### config.mk
export PLATFORM = sky130hd
export DESIGN_NAME = dmem_access_unit
export DESIGN_NICKNAME = d
export VERILOG_FILES = /design/src/rtl/dmem_access_pkg.sv /design/src/rtl/dmem_lane_align.sv /design/src/rtl/dmem_access_unit.sv
export SDC_FILE = /design/constraint.sdc
export NUM_CORES = 1
export LEC_CHECK = 0
export CAP_MARGIN = 20
export CORE_AREA = 2 2 122 124
export CTS_CLUSTER_DIAMETER = 80
export DETAILED_ROUTE_END_ITERATION = 12
export DIE_AREA = 0 0 124 126
export PLACE_DENSITY_LB_ADDON = 0.2
export SLEW_MARGIN = 40
export SYNTH_ARGS = -nofsm -noshare
export SYNTH_HDL_FRONTEND = slang
export SYNTH_SLANG_ARGS = --single-unit
### constraint.sdc
create_clock -name clk -period 3.4 [get_ports clk]
set_clock_uncertainty 0.1 [all_clocks]
set_input_delay 1.02 -clock clk [delete_from_list [all_inputs] [get_ports clk]]
set_output_delay 1.02 -clock clk [all_outputs]
set_load 0.05 [all_outputs]
### src/rtl/dmem_access_pkg.sv
// Shared definitions for the data-memory load/store unit: funct3 codes, FSM states
// and the access-size helper.
package dmem_access_pkg;

   localparam logic [2:0] F3_B  = 3'b000;
   localparam logic [2:0] F3_H  = 3'b001;
   localparam logic [2:0] F3_W  = 3'b010;
   localparam logic [2:0] F3_BU = 3'b100;
   localparam logic [2:0] F3_HU = 3'b101;

   typedef enum logic [1:0] {
      S_IDLE = 2'd0,
      S_RD   = 2'd1,
      S_WR   = 2'd2,
      S_RESP = 2'd3
   } state_t;

   // A size of zero marks a reserved funct3 encoding.
   function automatic logic [2:0] size_bytes(input logic [2:0] f3);
      case (f3)
         F3_B, F3_BU: size_bytes = 3'd1;
         F3_H, F3_HU: size_bytes = 3'd2;
         F3_W:        size_bytes = 3'd4;
         default:     size_bytes = 3'd0;
      endcase
   endfunction

endpackage

### src/rtl/dmem_lane_align.sv
// Byte-lane steering between a memory word and a sub-word access: load-side
// extract/extend and store-side merge into the old word.
module dmem_lane_align
   import dmem_access_pkg::*;
(
   input  logic [31:0] i_word,
   input  logic [31:0] i_wdata,
   input  logic [1:0]  i_offset,
   input  logic [2:0]  i_funct3,
   output logic [31:0] o_load,
   output logic [31:0] o_merge
);

   logic [31:0] w_shifted;

   always_comb begin
      w_shifted = i_word >> {i_offset, 3'b000};
      o_load    = '0;
      case (i_funct3)
         F3_B:    o_load = {{24{w_shifted[7]}}, w_shifted[7:0]};
         F3_H:    o_load = {{16{w_shifted[15]}}, w_shifted[15:0]};
         F3_W:    o_load = i_word;
         F3_BU:   o_load = {24'd0, w_shifted[7:0]};
         F3_HU:   o_load = {16'd0, w_shifted[15:0]};
         default: o_load = '0;
      endcase
   end

   always_comb begin
      o_merge = i_word;
      case (i_funct3)
         F3_B:    o_merge[{i_offset, 3'b000} +: 8]     = i_wdata[7:0];
         F3_H:    o_merge[{i_offset[1], 4'b0000} +: 16] = i_wdata[15:0];
         F3_W:    o_merge = i_wdata;
         default: o_merge = i_word;
      endcase
   end

endmodule

### src/rtl/dmem_access_unit.sv
// RV32I load/store unit for a word-addressed data memory; sub-word stores use
// read-modify-write. Optional counters enabled by DMEM_ACCESS_STATS_EN.
module dmem_access_unit
   import dmem_access_pkg::*;
#(
   parameter int MEM_BYTES = 65536,
   parameter int ADDR_W    = 32
) (
   input  logic              clk,
   input  logic              reset,
   input  logic              req_valid,
   output logic              req_ready,
   input  logic              req_we,
   input  logic [2:0]        req_funct3,
   input  logic [ADDR_W-1:0] req_addr,
   input  logic [31:0]       req_wdata,
   output logic              rsp_valid,
   input  logic              rsp_ready,
   output logic [31:0]       rsp_rdata,
   output logic              rsp_err,
   output logic [ADDR_W-1:0] mem_addr,
   output logic [31:0]       mem_din,
   output logic              mem_read,
   output logic              mem_write,
   input  logic [31:0]       mem_dout
`ifdef DMEM_ACCESS_STATS_EN
   ,
   output logic [31:0]       stat_loads,
   output logic [31:0]       stat_stores,
   output logic [31:0]       stat_errs
`endif
);

   state_t            r_state;
   state_t            w_nextState;
   logic              r_we;
   logic [2:0]        r_f3;
   logic [ADDR_W-1:0] r_addr;
   logic [31:0]       r_wdata;
   logic [31:0]       r_rdata;
   logic              r_err;

   logic [2:0]        w_size;
   logic [ADDR_W:0]   w_end;
   logic              w_reqErr;
   logic [31:0]       w_loadData;
   logic [31:0]       w_mergeData;

   // The end address is one bit wider so accesses near the top of the address space cannot wrap.
   assign w_size   = size_bytes(req_funct3);
   assign w_end    = {1'b0, req_addr} + {{(ADDR_W-2){1'b0}}, w_size};
   assign w_reqErr = (w_size == 3'd0) || (req_we && req_funct3[2])
                   || ((w_size == 3'd2) && req_addr[0])
                   || ((w_size == 3'd4) && (req_addr[1:0] != 2'b00))
                   || (w_end > (ADDR_W+1)'(MEM_BYTES));

   dmem_lane_align u_lane (
      .i_word   (mem_dout),
      .i_wdata  (r_wdata),
      .i_offset (r_addr[1:0]),
      .i_funct3 (r_f3),
      .o_load   (w_loadData),
      .o_merge  (w_mergeData)
   );

   always_ff @(posedge clk or negedge reset) begin
      if (!reset) r_state <= S_IDLE;
      else        r_state <= w_nextState;
   end

   always_comb begin
      w_nextState = r_state;
      req_ready   = 1'b0;
      rsp_valid   = 1'b0;
      mem_read    = 1'b0;
      mem_write   = 1'b0;
      mem_addr    = '0;
      mem_din     = '0;
      case (r_state)
         S_IDLE: begin
            req_ready = 1'b1;
            if (req_valid) begin
               if (w_reqErr)                         w_nextState = S_RESP;
               else if (req_we && req_funct3 == F3_W) w_nextState = S_WR;
               else                                  w_nextState = S_RD;
            end
         end
         S_RD: begin
            mem_read    = 1'b1;
            mem_addr    = {r_addr[ADDR_W-1:2], 2'b00};
            w_nextState = r_we ? S_WR : S_RESP;
         end
         S_WR: begin
            mem_write   = 1'b1;
            mem_addr    = {r_addr[ADDR_W-1:2], 2'b00};
            mem_din     = r_wdata;
            w_nextState = S_RESP;
         end
         S_RESP: begin
            rsp_valid = 1'b1;
            if (rsp_ready) w_nextState = S_IDLE;
         end
         default: w_nextState = S_IDLE;
      endcase
   end

   // For sub-word stores r_wdata is overwritten with the merged word so WR just writes it out.
   always_ff @(posedge clk or negedge reset) begin
      if (!reset) begin
         r_we    <= 1'b0;
         r_f3    <= '0;
         r_addr  <= '0;
         r_wdata <= '0;
         r_rdata <= '0;
         r_err   <= 1'b0;
      end else begin
         case (r_state)
            S_IDLE: begin
               if (req_valid) begin
                  r_we    <= req_we;
                  r_f3    <= req_funct3;
                  r_addr  <= req_addr;
                  r_wdata <= req_wdata;
                  r_rdata <= '0;
                  r_err   <= w_reqErr;
               end
            end
            S_RD: begin
               if (r_we) r_wdata <= w_mergeData;
               else      r_rdata <= w_loadData;
            end
            default: ;
         endcase
      end
   end

   assign rsp_rdata = r_rdata;
   assign rsp_err   = r_err;

`ifdef DMEM_ACCESS_STATS_EN
   logic [31:0] r_statLoads;
   logic [31:0] r_statStores;
   logic [31:0] r_statErrs;

   always_ff @(posedge clk or negedge reset) begin
      if (!reset) begin
         r_statLoads  <= '0;
         r_statStores <= '0;
         r_statErrs   <= '0;
      end else if (r_state == S_RESP && rsp_ready) begin
         if (r_err)     r_statErrs   <= r_statErrs + 32'd1;
         else if (r_we) r_statStores <= r_statStores + 32'd1;
         else           r_statLoads  <= r_statLoads + 32'd1;
      end
   end

   assign stat_loads  = r_statLoads;
   assign stat_stores = r_statStores;
   assign stat_errs   = r_statErrs;
`endif

endmodule

### Word-level counts from Yosys, hierarchy flattened

Index checks and enable logic that the tools add are counted.

| storage, ports and cells | value |
|---|---|
| register bits after elaboration | 103 |
| latch bits | 0 |
| bits in writable memories | 0 |
| bits in read-only memories | 0 |
| bits of input ports | 104 |
| output and inout bits | 101 |
| memories kept | 0 |

| operators by class | value |
|---|---|
| add/sub/neg operators | 3 |
| multipliers | 0 |
| div/mod/pow operators | 0 |
| $lt $le $gt $ge | 1 |
| equal/unequal tests | 18 |
| shift-type cells | 5 |
| mux-type cells | 23 |
| bitwise gates (word level) | 0 |
| reduce and logical (&&, ||, !) cells | 21 |

Operators with widths:

| cell | number |
|---|---|
| 32-bit two-way mux | 6 |
| 32-bit one-hot mux with 5 select lines | 1 |
| 32-bit one-hot mux with 2 select lines | 2 |
| 32-bit one-hot mux with 3 select lines | 1 |
| 32-bit bitwise mux | 2 |
| 32-bit by 3-bit adder with 33-bit output | 1 |
| 33-bit by 17-bit > comparator with 1-bit output (second input constant) | 1 |
| 16-bit by 7-bit variable shift with 32-bit output (first input constant) | 1 |
| 8-bit by 7-bit variable shift with 32-bit output (first input constant) | 1 |
| 16-bit by 7-bit indexed part select with 32-bit output | 1 |
| 8-bit by 7-bit indexed part select with 32-bit output | 1 |
| 32-bit by 5-bit right shift with 16-bit output | 1 |
| 3-bit == test (second input constant) | 5 |
| 5-bit negator with 7-bit output | 2 |
| 2-bit != test (second input constant) | 5 |
| 3-bit by 2-bit == test with 1-bit output (second input constant) | 3 |
| 3-bit zero test | 3 |
| 3-bit one-hot mux with 3 select lines | 1 |
| 2-bit two-way mux | 4 |
| 2-bit one-hot mux with 4 select lines | 1 |
| 3-bit by 1-bit == test with 1-bit output (second input constant) | 2 |
| 2-bit OR reduction | 3 |
| 1-bit two-way mux | 5 |
| 2-bit == test (second input constant) | 2 |
| other kinds (8) | 16 |

### Longest topological paths before layout

Gate-level depths: netlist (run 1).

| depth | value |
|---|---|
| depth after elaboration | 11 |
| gate-level depth with buffers | 12 |
| depth with buffers taken out | 12 |

### Hierarchy

From an unflattened synthesis (run 1), not the netlist that was laid out.

| second synthesis, totals | value |
|---|---|
| cells, all modules | 781 |
| area total of the unflattened synthesis | 7,315.8 um2 |

Modules (own cells, without submodules):

| module | instances | cells each | area an instance (um2) | seq. area each (um2) |
|---|---|---|---|---|
| dmem_access_unit | 1 | 516 | 5,401.4 | 2,577.5 |
| dmem_lane_align | 1 | 265 | 1,914.3 | 0.0 |

### Least setup slack after synthesis (run 1)

OpenSTA, ideal clock, no wires.

| timing path | value |
|---|---|
| kind | input to register |
| from | input port req_funct3[1] |
| to | register r_state[0] |
| setup time | 0.121 ns |
| data arrival time | 3.068 ns |
| required time | 3.179 ns |
| setup slack | 0.111 ns |
| stages | 12 |
| path buffers | 0 |
| path through | nor2_1 ha_1 inv_1 fa_1 inv_1 maj3_4 nand2_1 nor2_1 o2111ai_1 nor4_2 nand4_1 a22o_1 |

| between the ends | value |
|---|---|
| longest elaborated chain between the ends | 11 |
| elaborated cells between the ends (all ways) | 24 |
| those cells by class | 1 x add/sub; 1 x order compare; 6 x eq/ne; 5 x mux; 11 x reduce/logical |

RTL lines:

| item | RTL line | text |
|---|---|---|
| start: declaration | dmem_access_unit.sv:14 | `input logic [2:0] req_funct3,` |
| parallel branches: the longest is 8 deep, another holds 32-bit by 3-bit adder with 33-bit output | - |  |
| 2-bit two-way mux * | dmem_access_unit.sv:83 | `if (w_reqErr) w_nextState = S_RESP;` |
| 2-bit two-way mux * | dmem_access_unit.sv:82 | `if (req_valid) begin` |
| 2-bit one-hot mux with 4 select lines * | dmem_access_unit.sv:79 | `case (r_state)` |
| end signal: assignment | dmem_access_unit.sv:68 | `else r_state <= w_nextState;` |
| end: declaration | dmem_access_unit.sv:34 | `state_t r_state;` |

Every way passes the cells marked *. The select of a mux whose other input is x is not followed.
A chain may end at the register's enable or synchronous reset.

### Worst setup path in the final report (run 1)

| timing path | value |
|---|---|
| from | input port req_funct3[0] |
| to | register r_state[0] |

Same word-level chain as after synthesis.

==> qor.yml, run 1 <==
status: "finished clean"
whs_path_depth: 2
diodes: 0
synthCells: 731
ys_types: 59
cp-end-kind: "flop"
io_buffers: 202
clk_pin_slew_worst_paths_ns: 0.07
synth_edf_count: 0
syn_area_sq_mm: 0.00649
period_minus_slack_ns: 3.28
critPathSlowestCell: "maj3_4"
path_class: "in2reg"
period_share: 0.965
drc: 0
drt_pass1_iterations: 6
setup_viol: 0
vias_per_cell: 5.98
cp.depth: 12
tritoncts: "built"
initial_utilization: 0.453
first_iter_violations: 640
yosysSeqAreaShare: 0.397
die_x_um: 124
slowest_delay_ns: 0.37
crit_chain: "dlygate4sd2_1 > nand2b_1 > inv_1 > ha_1 > a21o_1 > maj3_4 > buf_12 > and3_1 > o21a_1 > nor4_4 > nand4_1 > a22o_1"
syn-mean-instance-area_sq_um: 8.88
overflow: 0
dp_hpwl_mm: 17.2
worst-path-max-fanout: 6
die-area_sq_mm: 0.0156
synth_top_cells_by_area: "dfrtp_1 (40%), and2_1 (6.1%), o21ai_0 (5.9%), mux2_2 (5.7%), nand2_1 (4.3%)"
cp_top_family: "simple AND/OR/NAND/NOR gates"
clock-sinks: 103
async_flop_share: 1.00
grt_pass1_vias: 6794
critPathLaunchType: "input port"
hold_viol: 0
p_per_area_mw_per_mm2: 1070
fp-row-count: 44
peakVddDrop_mv: 0.834
crit_buf_inv: 3
antenna_found_initial: 0
yosysWarnings: 0
area_delta_synth_final_pct: 55.5
clk_latency_ns: 0.36
cap_violations: 0
synth_top_area_frac: 0.397
root_buffer: "clkbuf_16"
nets: 1083
worst_slew_pin_slew_ns: 0.780
worst-endpoint-arrival_ns: 3.43
yosysTopAreaCell: "dfrtp_1"
cp.required_ns: 3.55
core_sq_mm: 0.0143
fin_util: 0.705
grt_max_degree: 55
dpl_cell_area_sq_mm: 0.00970
drive_above_1_share: 0.215
grtUsageTotal: 0.295
antenna_left: 0
synthTopCellsByCount: "dfrtp_1 (103), o21ai_0 (77), nand2_1 (75)"
max_freq_mhz: 305
vias: 6909
whs_ns: 0.367
wl_per_cell_um: 19.9
gp_congestion: 0.946
num_io_pins: 205
p_leak_nw: 4.24
postLayoutCellArea_sq_mm: 0.0101
grt_pass1_wl_mm: 35.6
yosysMostFrequentCell: "dfrtp_1"
wl_mm: 23.0
clockBufferDepth: 2
die_h_um: 126
numCtsBuffers: 9
maxSlewViolCount: 0
r2r_cells: 11
ys_seq_elements: 103
synth_ff_type: "dfrtp_1"
cts_max_level: 3
min_path_type: "reg2reg"
maxSlewHeadroom: 0.478
-- per-layer routing --
metal | GRT usage | part of all wire
met5 | 0 | 0
met4 | 0.134 | 0.043
met3 | 0.0580 | 0.086
met2 | 0.494 | 0.49
met1 | 0.365 | 0.38
-- stage by stage --
| step | total power (W) | TNS [ns] | std cells | setup slack (ns) |
|---|---|---|---|---|
| 6_report | 0.0108 | 0 | 1156 | 0.119 |
| 4_1_cts | 0.0108 | 0 | 1153 | 0.0371 |
| 5_1_grt | 0.0114 | -0.0143 | 1156 | -0.0143 |
| 3_5_place_dp | 0.00968 | -1.66 | 1137 | -0.579 |
| 2_1_floorplan | 0.00651 | 0 | 732 | 0.111 |
| 3_3_place_gp | 0.00949 | -1.37 | 1137 | -0.483 |
-- cells in the final DEF, fill, tap and decap left out, drive strengths merged, types with 11 or more instances in the layout --
master / instances
mux2i: 11
a211oi: 17
ha: 11
mux2: 33
dfrtp: 103
nor2: 45
a22oi: 24
a21oi: 49
nor2b: 18
buf: 133
a221oi: 24
clkbuf: 11
clkdlybuf4s50: 133
o21ai: 77
nand2: 76
and2: 63
inv: 20
-- power breakdown --
part	total [W]	switching [W]	internal, W
Sequential	0.00224	0.000440	0.00180
Combinational	0.00747	0.00439	0.00308
Clock	0.00112	0.000513	0.000604
-- registers in the layout (all words and copies together), names as in the netlist --
name,cells
r_wdata,32
r_state,2
rsp_rdata,32
rsp_err,1
r_we,1
r_f3,3
r_addr,32
-- cell type report --
type	count	area (sq um)
Clock buffer	10	239
Clock inverter	6	75.1
Fill cell	1100	4220
Inverter	17	63.8
Multi-Input combinational cell	566	3720
Sequential cell	103	2580
Tap cell	184	230
Timing Repair Buffer	270	3180
-- worst paths after layout --
kind                               start          end  slack, ns
min in group asynchronous          reset  r_wdata[18]       0.60
min                          r_wdata[18]  r_wdata[18]       0.37
max reg2reg                    r_addr[0]  r_wdata[14]       0.76
max in group asynchronous          reset   r_addr[10]       1.91
max                        req_funct3[0]   r_state[0]       0.12
min reg2reg                  r_wdata[18]  r_wdata[18]       0.37
-- logic make-up after synthesis --
group | share of synthesized area
multiplexers | 0.0742
other | 0.000578
XOR/XNOR | 0.00945
adder cells (fa/ha/maj) | 0.0285
buffers and inverters | 0.0390
AO/OA/AOI/OAI | 0.240
flip-flops | 0.397
AND/OR/NAND/NOR | 0.211
-- what timing repair did --
| item | CTS | global route |
|---|---|---|
| pin swaps | 3 | 6 |
| hold buffers | 0 | 0 |
| setup endpoints to repair | 3 | 3 |
| gates resized for setup | 10 | 8 |
| setup buffers | 0 | 3 |
-- tightest hold or removal path, cell delays in order, from the launching register on --
cell and delay (ns):
dfrtp_1 0.34, nand2_1 0.05, o31ai_1 0.05
(Power assumes the default switching activity.)
==> run 2: changes to the inputs <==
HOLD_SLACK_MARGIN = 0.03   (was not set)
==> results of run 2 <==
The final DEF is identical to that of run 1; final timing and power are the same.
